**src/rtl/sop_pkg.sv**
```systemverilog
// Shared types and helpers for the sum-of-products engine: FSM states,
// counter sizing and lane slicing of the packed operand buses.
package sop_pkg;

   typedef enum logic [1:0] {
      ST_IDLE    = 2'd0,
      ST_COMPUTE = 2'd1,
      ST_REDUCE  = 2'd2
   } state_t;

   localparam int LAT_MAX = 8;
   localparam int NCH_MAX = 8;

   function automatic int cnt_width(input int lat);
      return $clog2(lat + 1);
   endfunction

   function automatic int lane_lsb(input int lane, input int width);
      return lane * width;
   endfunction

endpackage

```
**src/rtl/sop_lane.sv**
```systemverilog
// One lane: registered operands, then a LAT-stage ce-enabled pipeline of a*b+c wrapped to RES_W.
// Latency LAT enabled edges after load; ce=0 freezes every stage.
module sop_lane
   import sop_pkg::*;
#(
   parameter int A_W   = 16,
   parameter int B_W   = 16,
   parameter int C_W   = 32,
   parameter int RES_W = 32,
   parameter int LAT   = 1
) (
   input  logic                    clock,
   input  logic                    reset_n,
   input  logic                    ce,
   input  logic                    i_load,
   input  logic signed [A_W-1:0]   i_a,
   input  logic signed [B_W-1:0]   i_b,
   input  logic signed [C_W-1:0]   i_c,
   output logic [RES_W-1:0]        o_res
);

   localparam int P_W = A_W + B_W;

   logic signed [A_W-1:0]   a_q, a_d;
   logic signed [B_W-1:0]   b_q, b_d;
   logic signed [C_W-1:0]   c_q, c_d;
   logic [RES_W-1:0]        pipe_q [LAT];
   logic [RES_W-1:0]        pipe_d [LAT];
   logic signed [P_W-1:0]   prod;
   logic signed [RES_W-1:0] res;

   always_comb begin
      a_d = a_q;
      b_d = b_q;
      c_d = c_q;
      if (i_load) begin
         a_d = i_a;
         b_d = i_b;
         c_d = i_c;
      end
      prod = a_q * b_q;
      // Signed size casts sign-extend or truncate, giving the mod-2^RES_W sum directly.
      res  = RES_W'(prod) + RES_W'(c_q);
      pipe_d[0] = res;
      for (int s = 1; s < LAT; s++) begin
         pipe_d[s] = pipe_q[s-1];
      end
   end

   always_ff @(posedge clock or negedge reset_n) begin
      if (!reset_n) begin
         a_q <= '0;
         b_q <= '0;
         c_q <= '0;
         for (int s = 0; s < LAT; s++) begin
            pipe_q[s] <= '0;
         end
      end else if (ce) begin
         a_q <= a_d;
         b_q <= b_d;
         c_q <= c_d;
         for (int s = 0; s < LAT; s++) begin
            pipe_q[s] <= pipe_d[s];
         end
      end
   end

   assign o_res = pipe_q[LAT-1];

endmodule

```
**src/rtl/sop_reduce_engine.sv**
```systemverilog
// N-lane a*b+c engine behind a req/busy/done handshake; result LAT+1 enabled edges after accept.
// Requests while busy are dropped; ce=0 stalls all state including the done pulse.
module sop_reduce_engine
   import sop_pkg::*;
#(
   parameter int NCH   = 2,
   parameter int A_W   = 16,
   parameter int B_W   = 16,
   parameter int C_W   = 32,
   parameter int RES_W = 32,
   parameter int LAT   = 1
) (
   input  logic                 clock,
   input  logic                 reset_n,
   input  logic                 ce,
   input  logic                 i_main_req,
   input  logic                 i_acc,
   input  logic [NCH*A_W-1:0]   i_a,
   input  logic [NCH*B_W-1:0]   i_b,
   input  logic [NCH*C_W-1:0]   i_c,
   output logic                 o_main_busy,
   output logic                 o_main_done,
   output logic [RES_W-1:0]     o_main_return
);

   localparam int CNT_W = cnt_width(LAT);

   state_t             state_q, state_d;
   logic [CNT_W-1:0]   cnt_q, cnt_d;
   logic               busy_q, busy_d;
   logic               done_q, done_d;
   logic               acc_q, acc_d;
   logic [RES_W-1:0]   ret_q, ret_d;
   logic [RES_W-1:0]   lane_res [NCH];
   logic [RES_W-1:0]   lane_sum;
   logic               load;

   assign load = ce && (state_q == ST_IDLE) && i_main_req;

   for (genvar k = 0; k < NCH; k++) begin : g_lane
      sop_lane #(
         .A_W   (A_W),
         .B_W   (B_W),
         .C_W   (C_W),
         .RES_W (RES_W),
         .LAT   (LAT)
      ) u_lane (
         .clock   (clock),
         .reset_n (reset_n),
         .ce      (ce),
         .i_load  (load),
         .i_a     (i_a[lane_lsb(k, A_W) +: A_W]),
         .i_b     (i_b[lane_lsb(k, B_W) +: B_W]),
         .i_c     (i_c[lane_lsb(k, C_W) +: C_W]),
         .o_res   (lane_res[k])
      );
   end

   always_comb begin
      lane_sum = '0;
      for (int k = 0; k < NCH; k++) begin
         lane_sum = lane_sum + lane_res[k];
      end
   end

   always_comb begin
      state_d = state_q;
      cnt_d   = cnt_q;
      busy_d  = busy_q;
      done_d  = 1'b0;
      acc_d   = acc_q;
      ret_d   = ret_q;
      case (state_q)
         ST_IDLE: begin
            if (i_main_req) begin
               acc_d   = i_acc;
               busy_d  = 1'b1;
               cnt_d   = CNT_W'(1);
               state_d = ST_COMPUTE;
            end
         end
         ST_COMPUTE: begin
            if (cnt_q == CNT_W'(LAT)) begin
               state_d = ST_REDUCE;
            end else begin
               cnt_d = cnt_q + 1'b1;
            end
         end
         ST_REDUCE: begin
            ret_d   = (acc_q ? ret_q : '0) + lane_sum;
            busy_d  = 1'b0;
            done_d  = 1'b1;
            cnt_d   = '0;
            state_d = ST_IDLE;
         end
         default: begin
            state_d = ST_IDLE;
         end
      endcase
   end

   always_ff @(posedge clock or negedge reset_n) begin
      if (!reset_n) begin
         state_q <= ST_IDLE;
         cnt_q   <= '0;
         busy_q  <= 1'b0;
         done_q  <= 1'b0;
         acc_q   <= 1'b0;
         ret_q   <= '0;
      end else if (ce) begin
         state_q <= state_d;
         cnt_q   <= cnt_d;
         busy_q  <= busy_d;
         done_q  <= done_d;
         acc_q   <= acc_d;
         ret_q   <= ret_d;
      end
   end

   assign o_main_busy   = busy_q;
   assign o_main_done   = done_q;
   assign o_main_return = ret_q;

endmodule

```
**config.mk**
```make
export PLATFORM = sky130hd
export DESIGN_NAME = sop_reduce_engine
export DESIGN_NICKNAME = d
export VERILOG_FILES = /design/src/rtl/sop_pkg.sv /design/src/rtl/sop_lane.sv /design/src/rtl/sop_reduce_engine.sv
export SDC_FILE = /design/constraint.sdc
export NUM_CORES = 2
export LEC_CHECK = 0
export CELL_PAD_IN_SITES_DETAIL_PLACEMENT = 0
export CELL_PAD_IN_SITES_GLOBAL_PLACEMENT = 2
export CORE_MARGIN = 2
export CORE_UTILIZATION = 37
export DETAILED_ROUTE_END_ITERATION = 10
export PLACE_DENSITY = 0.84
export SLEW_MARGIN = 0
export SYNTH_ARGS = -nofsm -noshare
export SYNTH_HDL_FRONTEND = slang
export SYNTH_SLANG_ARGS = --single-unit
```
**constraint.sdc**
```tcl
create_clock -name clock -period 6.15 [get_ports clock]
set_input_delay 1.23 -clock clock [delete_from_list [all_inputs] [get_ports clock]]
set_output_delay 1.23 -clock clock [all_outputs]
set_load 0.01 [all_outputs]
```
==> flow_metrics.tcl <==
set metrics [dict create \
    hold_viol_final 0 \
    diodes 0 \
    max_slew.worst_pin.slew_ps 831 \
    r2r.worst_path.cells 23 \
    whs_path_depth 1 \
    dp_hpwl_mm 64.7 \
    ys_ff_latch 230 \
    routed_wl_mm 78.7 \
    antenna_found_initial 0 \
    critical_path_class "flop to flop" \
    wl_per_cell_um 16.5 \
    cp-end-kind "flop" \
    hp-class "flop to flop" \
    path_clk_slew_ps 60 \
    outcome "finished, violations left" \
    io_pins 167 \
    grt_usage_pct 18.2 \
    synthesis.nets 4179 \
    clock_sinks 230 \
    io_buffers 166 \
    holdWs_ps 479 \
    fp.dieH_um 301 \
    coreArea_mm2 0.0869 \
    synth_ff_type "dfrtp_1" \
    synth_warnings 0 \
    grt_pass1_vias 24400 \
    grt_max_degree 134 \
    drive_gt1_share_pct 18.8 \
    die_w_um 301 \
    fin_skew_ps 22.5 \
    slew_headroom_pct 44.6 \
    dr_wl_met3_mm 3.43 \
    drt-initial-drc-count 945 \
    synth_edf_count 0 \
    drtPass1Iterations 5 \
    drv_slew 0 \
    wl_met2_mm 37.8 \
    ys_seq_area_share_pct 17.7 \
    arrival_ps 6830 \
    clkLatencyLatePin_ps 620 \
    hp-start "o_main_done" \
    finalCritPeriodShare_pct 103 \
    initial_core_util_pct 37.4 \
    ant_nets 0 \
    fmax_ghz 0.158 \
    hold_path_end "o_main_done" \
    rsz0062_at_grt "true" \
    gr-total-overflow 0 \
    highest_layer "met4" \
    drv_cap 0 \
    crit_required_ps 6650 \
    violations "setup timing" \
    async_reset_ff_share_pct 100 \
    drc 0 \
    vias_per_cell 4.73 \
    syn_to_final_growth_pct 20.6 \
    min_period_ps 6330 \
    cts_tree "built" \
    cts_buffers 30 \
    cp_max_fo 5 \
    ys_types 72 \
    dieArea_mm2 0.0903 \
    grt_pass1_wl_mm 130 \
    vias 22500 \
    final_util_pct 45.2 \
    cts_root_buf "clkbuf_16" \
    preCtsSetupSlack_ps -308 \
    setup_violations 5 \
    place.gp.congestion 0.828 \
    final_nets 4555 \
    synthCells 3204 \
    clk_path_buf_depth 3 \
    drt-met1-wl_mm 35.4 \
    rows 108 \
    rr_endpoint "g_lane[0].u_lane.o_res[26]" \
    avgSynthCellArea_um2 10.2 \
    syn-cell-area_mm2 0.0325 \
    r2r_start "g_lane[0].u_lane.b_q[4]" \
    finalWorstSetupSlack_ps -177 \
    startpoint_type "flop" \
    h-tree-depth 1 \
    ff2ff_setup_slack_ps -180 \
]
## kinds of logic (layout without fill, tap and decap cells)
group / count (synthesis) / in the layout / share of synthesized area (%)
multiplexers: 171 / 171 / 5.91
AND/OR/NAND/NOR: 775 / 775 / 12.0
buffers and inverters: 790 / 1187 / 9.14
adder cells (fa/ha/maj): 842 / 842 / 46.6
XOR/XNOR: 93 / 93 / 2.50
flip-flops: 230 / 230 / 17.7
AO/OA/AOI/OAI: 303 / 303 / 6.17
## through the flow
stage	TNS, ps	cell area [µm²]	std cells
global placement	-1880	37400	4675
global route	-2490	39200	4756
CTS	-289	38700	4744
finish	-572	39200	4756
floorplan	-5.70	32600	3204
detailed placement	-2620	37400	4675
## repair_timing
item	CTS	global route
setup endpoints to repair	21	25
hold buffers	0	0
pin swaps	37	68
setup buffers	16	12
endpoints found under the hold margin	0	0
cloned	0	0
resized for setup	71	121
## worst max-delay path by stage
stage	start	slack [ps]	endpoint
after floorplan	g_lane[0].u_lane.b_q[9]	-6	g_lane[0].u_lane.o_res[30]
after global placement	g_lane[0].u_lane.b_q[2]	-250	g_lane[0].u_lane.o_res[30]
after detailed placement	g_lane[0].u_lane.b_q[2]	-310	g_lane[0].u_lane.o_res[30]
after CTS	g_lane[0].u_lane.b_q[4]	-200	g_lane[0].u_lane.o_res[30]
after global routing	g_lane[0].u_lane.b_q[4]	-360	g_lane[0].u_lane.o_res[30]
final	g_lane[0].u_lane.b_q[4]	-180	g_lane[0].u_lane.o_res[26]
## state kept, by name (all words and copies together) (netlist names)
signal / count
o_main_return: 32
g_lane.u_lane.c_q: 64
acc_q: 1
o_main_done: 1
o_main_busy: 1
g_lane.u_lane.o_res: 64
state_q: 2
g_lane.u_lane.b_q: 32
cnt_q: 1
g_lane.u_lane.a_q: 32
## layer usage
layer | up-vias | GRT usage (%)
met3 | 83 | 3.10
met4 | 0 | 4.18
met2 | 279 | 30.2
li1 | 10600 | -
met1 | 11500 | 24.8
met5 | - | 0
## synthesized netlist by cell type, drive strengths merged, types with 8 or more instances
| cell type | instances | area share, % |
|---|---|---|
| a211oi | 19 | 0.45 |
| a21o | 46 | 1.1 |
| a21oi | 67 | 1.0 |
| a31oi | 11 | 0.21 |
| and2 | 273 | 5.3 |
| buf | 11 | 0.15 |
| clkbuf | 99 | 1.1 |
| dfrtp | 230 | 18 |
| fa | 616 | 38 |
| ha | 226 | 8.7 |
| inv | 680 | 7.8 |
| mux2 | 169 | 5.9 |
| nand2 | 325 | 3.8 |
| nand2b | 15 | 0.29 |
| nand3 | 20 | 0.31 |
| nand3b | 9 | 0.21 |
| nand4 | 8 | 0.15 |
| nor2 | 61 | 0.70 |
| nor2b | 12 | 0.23 |
| nor3 | 13 | 0.20 |
| o21a | 14 | 0.32 |
| o21ai | 77 | 1.2 |
| o31ai | 8 | 0.20 |
| or3 | 11 | 0.23 |
| xnor2 | 68 | 1.8 |
| xor2 | 25 | 0.67 |
## cell usage in the layout, fill, tap and decap left out, types with 7 or more instances in the layout
| cell | Yosys | routed |
|---|---|---|
| xor2_1 | 25 | 25 |
| o21a_1 | 14 | 14 |
| a211oi_2 | 1 | 7 |
| mux2_2 | 168 | 167 |
| buf_12 | 0 | 15 |
| clkbuf_1 | 99 | 8 |
| a31oi_1 | 11 | 9 |
| and2_1 | 273 | 268 |
| nor3_1 | 13 | 12 |
| ha_4 | 0 | 15 |
| buf_6 | 0 | 21 |
| clkdlybuf4s50_1 | 0 | 164 |
| a211oi_1 | 18 | 12 |
| inv_1 | 680 | 662 |
| nand2b_1 | 15 | 15 |
| dfrtp_1 | 230 | 194 |
| inv_2 | 0 | 18 |
| nand3_1 | 20 | 18 |
| fa_2 | 0 | 25 |
| nor2b_1 | 12 | 12 |
| buf_4 | 0 | 250 |
| nand4_1 | 8 | 8 |
| ha_1 | 226 | 208 |
| fa_1 | 616 | 591 |
| dfrtp_2 | 0 | 36 |
| nand3b_1 | 9 | 9 |
| or3_1 | 10 | 9 |
| o21bai_1 | 7 | 7 |
| o21ai_0 | 74 | 67 |
| nand2_1 | 325 | 318 |
| a21oi_2 | 1 | 13 |
| a21o_1 | 46 | 45 |
| a21oi_1 | 66 | 53 |
| clkbuf_16 | 0 | 30 |
| xnor2_1 | 68 | 68 |
| o211ai_1 | 7 | 7 |
| nor2_1 | 61 | 57 |
## final cells by class
type,count,area (µm²)
fillers,8275,47700
multi-input cells,2184,24400
flip-flops and latches,230,5800
repair buffers,454,4100
inverters,680,2550
well taps,1155,1450
clock buffers,44,863
clock inverters,9,109
## worst max-delay path, cell delays in order (launching register included)
cell,delay (ps)
dfrtp_2,400
buf_6,130
and2_4,130
fa_1,540
inv_2,40
fa_2,530
fa_1,440
fa_1,490
inv_1,50
fa_1,470
inv_1,50
fa_1,480
inv_2,50
ha_4,210
a21o_1,190
a221oi_4,300
nand3b_1,100
or3_4,380
a311o_1,340
a31o_1,260
buf_6,140
buf_6,100
xor2_1,130
mux2_4,250
Power is not shown: default switching activity piles up to over one toggle a cycle in this logic, so the estimate is an artifact.
